==> src/rtl/fb_scanout.sv <==
// fb_scanout: read-side scanout of a 128x32-byte, 1-bpp framebuffer.
// The block fetches one byte ahead of the beam and shifts it out MSB-first.
// It drives a registered 3-bit colour, line-doubled, with a per-frame vertical scroll.
module fb_scanout #(
   parameter int         H_ACTIVE = 256,
   parameter int         H_TOTAL  = 309,
   parameter int         V_ACTIVE = 240,
   parameter int         V_TOTAL  = 262,
   parameter logic [2:0] FG       = 3'b111,
   parameter logic [2:0] BG       = 3'b000
) (
   input  logic        clk,
   input  logic        reset,
   input  logic        display_on,
   input  logic [8:0]  hpos,
   input  logic [8:0]  vpos,
   input  logic [6:0]  scroll_y,
   output logic        rd_en,
   output logic [11:0] rd_addr,
   input  logic [7:0]  rd_data,
   output logic [2:0]  rgb
);

   localparam logic [8:0] H_ACT       = 9'(H_ACTIVE);
   localparam logic [8:0] H_FETCH_END = 9'(H_ACTIVE - 8);
   localparam logic [8:0] H_LOAD_END  = 9'(H_ACTIVE - 1);
   localparam logic [8:0] H_LS_FETCH  = 9'(H_TOTAL - 3);
   localparam logic [8:0] H_LAST      = 9'(H_TOTAL - 1);
   localparam logic [8:0] V_ACT       = 9'(V_ACTIVE);
   localparam logic [8:0] V_LAST      = 9'(V_TOTAL - 1);

   logic [6:0] scroll_q;
   logic [7:0] sh;
   logic [8:0] next_v;
   logic       fetch_line;
   logic       fetch_start;
   logic       load_sh;
   logic       scroll_ld;

   // Each framebuffer row is shown on two lines, offset by the scroll value.
   // The sum wraps modulo 128.
   function automatic logic [6:0] row_of(input logic [8:0] v, input logic [6:0] s);
      return v[7:1] + s;
   endfunction

   // Decode beam position into fetch, load and scroll-latch strobes.
   always_comb begin
      next_v      = (vpos == V_LAST) ? 9'd0 : vpos + 9'd1;
      fetch_line  = (hpos[2:0] == 3'd5) && (hpos < H_FETCH_END);
      fetch_start = (hpos == H_LS_FETCH);
      load_sh     = ((hpos[2:0] == 3'd7) && (hpos < H_LOAD_END)) || (hpos == H_LAST);
      scroll_ld   = (vpos == V_ACT) && (hpos == 9'd0);
   end

   // Latch the scroll once per frame, at the start of vertical blanking.
   // This keeps the picture from tearing within a frame.
   always_ff @(posedge clk or posedge reset) begin
      if (reset)
         scroll_q <= 7'd0;
      else if (scroll_ld)
         scroll_q <= scroll_y;
   end

   // Issue a single-cycle read: either the next group on this line or group 0 of the next line.
   always_ff @(posedge clk or posedge reset) begin
      if (reset) begin
         rd_en   <= 1'b0;
         rd_addr <= 12'd0;
      end else if (fetch_line) begin
         rd_en   <= 1'b1;
         rd_addr <= {row_of(vpos, scroll_q), hpos[7:3] + 5'd1};
      end else if (fetch_start) begin
         rd_en   <= 1'b1;
         rd_addr <= {row_of(next_v, scroll_q), 5'd0};
      end else begin
         rd_en   <= 1'b0;
      end
   end

   // Load the fetched byte just before its group starts; otherwise shift left, filling with zeros.
   always_ff @(posedge clk or posedge reset) begin
      if (reset)
         sh <= 8'd0;
      else if (load_sh)
         sh <= rd_data;
      else
         sh <= {sh[6:0], 1'b0};
   end

   // Register the current pixel colour; blank outside the active area.
   always_ff @(posedge clk or posedge reset) begin
      if (reset)
         rgb <= 3'b000;
      else if (display_on && (hpos < H_ACT))
         rgb <= sh[7] ? FG : BG;
      else
         rgb <= 3'b000;
   end

endmodule

==> config.mk <==
export PLATFORM = sky130hd
export DESIGN_NAME = fb_scanout
export DESIGN_NICKNAME = d
export VERILOG_FILES = /design/src/rtl/fb_scanout.sv
export SDC_FILE = /design/constraint.sdc
export NUM_CORES = 1
export LEC_CHECK = 0
export CAP_MARGIN = 20
export CORE_MARGIN = 1
export CORE_UTILIZATION = 35
export CTS_CLUSTER_SIZE = 20
export DETAILED_ROUTE_END_ITERATION = 8
export SYNTH_ARGS = -nofsm -noshare
export SYNTH_HDL_FRONTEND = slang
export SYNTH_SLANG_ARGS = --single-unit
==> constraint.sdc <==
create_clock -name clk -period 4.47 [get_ports clk]
set_input_delay 0.894 -clock clk [delete_from_list [all_inputs] [get_ports clk]]
set_output_delay 0.894 -clock clk [all_outputs]
set_load 0.01 [all_outputs]
==> qor.csv <==
metric,value,unit
peakVddDrop,143,µV
antenna_found_initial,0,
cts.sinks,29,
vias_per_cell,5.21,
leakage,1.09,nW
vias,1361,
gp_congestion,0.993,
synth.avg_cell_area,10.8,µm²
grtUsageTotal,15.7,%
fin_crit_sh,94.6,%
p_sw_share,23.8,%
final_cell_count_no_fill,261,
syn_inst,155,
endpoint_kind,flop,
crit_chain,clkdlybuf4s50_1 > inv_1 > ha_1 > or4b_2 > nor4_1 > nor2_1 > nand2_1 > o21ai_0 > ha_1 > fa_1 > a21o_1 > o21ai_0 > a21oi_1 > nor2b_1 > a221oi_2,
cp_slowest_cell,or4b_2,
min_path_cells,2,
num_rows,24,
ios,52,
start_util,37.6,%
reg2reg_to,rd_addr[11]$_DFFE_PP0P_,
intPower,575,µW
cts_resized,0,
drtIter0Drc,58,
outcome,finished with violations,
seq_area_frac_synth,43.2,%
rsz0062_at_grt,false,
grt_pass1_wl,6220,µm
cp.arrival,4420,ps
post-cts-setup-buffer-count,0,
finalHoldViolCount,0,
postRouteAntennaNets,0,
critPathRequiredTime,4660,ps
layout_commonest_cell,clkdlybuf4s50_1,
area_growth,39.4,%
p_seq_share,40.7,%
switching_power,180,µW
io_buffers,51,
critPathMaxFanout,4,
synth-seq-cells,29,
r2r_slack,2380,ps
cp_slowest_stage_delay,590,ps
drc_errors,4,
crit_family,simple AND/OR/NAND/NOR gates,
place_inst,253,
die_h,71.3,µm
hp-class,flop to flop,
cts_buffers,5,
skew,3.66,ps
dieArea,0.00508,mm²
slew_viol_final,0,
grt_start_max_net_pins,20,
violations,DRC,
holdCritStartpoint,rd_addr[10]$_DFFE_PP0P_,
clkTransAtPathRegs,60,ps
power_frac_clock,36.9,%
maxCapViolations,0,
clk_latency,280,ps
power.density,322,mW/mm²
max_freq,0.236,GHz
regToRegStartpoint,scroll_q[0]$_DFFE_PP0P_,
critical_path_buf_inv_count,2,
nets,256,
htree_num_levels,2,
multi_input_area,887,µm²
drive_gt1_share,13.4,%
first_global_vias,1326,
fill_cells,377,
totalWireLength,3730,µm
cts_root_buf,clkbuf_8,
start_kind,input pin,
synth_edf_count,0,
synth-async-reset-ratio,100,%
synth_nets,203,
design_area,0.00234,mm²
place_area,0.00223,mm²
grt_overflow,0,
r2r_cells,7,
cts_tree,done,
period_needed,4230,ps
routedWlPerCell,14.3,µm
power_frac_comb,22.5,%
slew_headroom,53.2,%
dieWidth,71.3,µm
setup_violations,0,
hold_end,rd_addr[10]$_DFFE_PP0P_,
path_class,input pin to flop,
tightestPinTransition,702,ps
coreArea,0.00447,mm²
syn_area,0.00168,mm²
yosys_warnings,0,
drtPass1Iterations,6,
ctsHoldBuffers,0,
setup_tns,0,ps
ys.flop_type,dfrtp_1,
post-dp-hpwl,3010,µm
final_cell_mix,"clkdlybuf4s50_1, dfrtp_1, nand2_1, mux2_2",
antennaDiodeCount,0,
regArea,726,µm²
synth.distinct_cells,41,
clockBufferDepth,2,
==> metal layers <==
layer	share of wire, %	vias up	global-route usage (%)
li1	-	666	-
met1	45	629	19.5
met2	46	56	25.1
met3	7.0	10	5.49
met4	2.4	0	6.44
met5	0	-	0
==> power by group through the flow <==
stage / Clock [mW] / Sequential [mW] / Combinational [mW]
final: 0.279 / 0.307 / 0.170
after global routing: 0.300 / 0.310 / 0.184
after CTS: 0.286 / 0.307 / 0.172
after detailed placement: 0 / 0.311 / 0.171
after global placement: 0 / 0.311 / 0.168
after floorplan: 0 / 0.321 / 0.0590
==> cell usage after synthesis (all sizes together), types with 2 or more instances <==
cell type	number	area (µm²)
a211oi	2	15.0
a21o	3	22.5
a21oi	3	15.0
a22o	2	17.5
and3	2	12.5
buf	4	37.5
clkbuf	2	7.51
dfrtp	29	726
ha	11	138
inv	6	22.5
mux2	16	188
nand2	17	63.8
nand3	3	15.0
nand4	5	31.3
nor2	7	26.3
nor4	2	27.5
o21ai	14	70.1
or4	2	18.8
or4b	2	20.0
xnor2	4	35.0
xor2	5	43.8
==> worst max path at each step <==
| stage | start | to | slack, ps | cells after the start |
|---|---|---|---|---|
| floorplan | vpos[1] | rd_addr[11]$_DFFE_PP0P_ | 820 | 14 |
| global placement | vpos[1] | rd_addr[11]$_DFFE_PP0P_ | 150 | 15 |
| detailed placement | vpos[1] | rd_addr[11]$_DFFE_PP0P_ | -20 | 15 |
| CTS | vpos[1] | rd_addr[11]$_DFFE_PP0P_ | 270 | 15 |
| global route | vpos[1] | rd_addr[11]$_DFFE_PP0P_ | 40 | 15 |
| finish | vpos[1] | rd_addr[11]$_DFFE_PP0P_ | 240 | 15 |
==> area by class of cell <==
cell class / count / area share, %
multi-input combinational: 114 / 37.9
clock inverter: 1 / 1.28
sequential: 29 / 31.0
timing repair buffer: 52 / 22.4
tap: 52 / 2.78
inverter: 6 / 0.962
clock buffer: 7 / 3.69
==> state kept, by name, indices dropped and copies added (netlist names) <==
register / flops
rd_addr: 12
rd_en: 1
rgb: 1
scroll_q: 7
sh: 8
==> stage by stage <==
stage	hold WS [ps]	util, %	setup WS [ps]	power [mW]
global placement	462	49.4	147	0.479
CTS	485	52.3	269	0.765
floorplan	449	-	822	0.380
finish	480	52.3	241	0.755
global route	493	52.3	42.8	0.795
detailed placement	470	49.7	-23.6	0.483
==> cell families after synthesis <==
group                      count (synthesis)  share of synthesized area, %
AOI/OAI and AO/OA                         29                          11.0
xor gates and xnor gates                   9                          4.69
adders and majority gates                 12                          9.38
buffers and inverters                     12                          4.02
DFF                                       29                          43.2
muxes                                     16                          11.2
and+or+nand+nor                           48                          16.5
==> worst reg2reg max path, cell delays in order, from the launching register on <==
cell and delay [ps]:
dfrtp_1 400, ha_1 240, fa_1 400, a21o_1 180, o21ai_0 240, a21oi_1 130
nor2b_1 160, a221oi_2 250
Power figures use the tool's default switching activity.
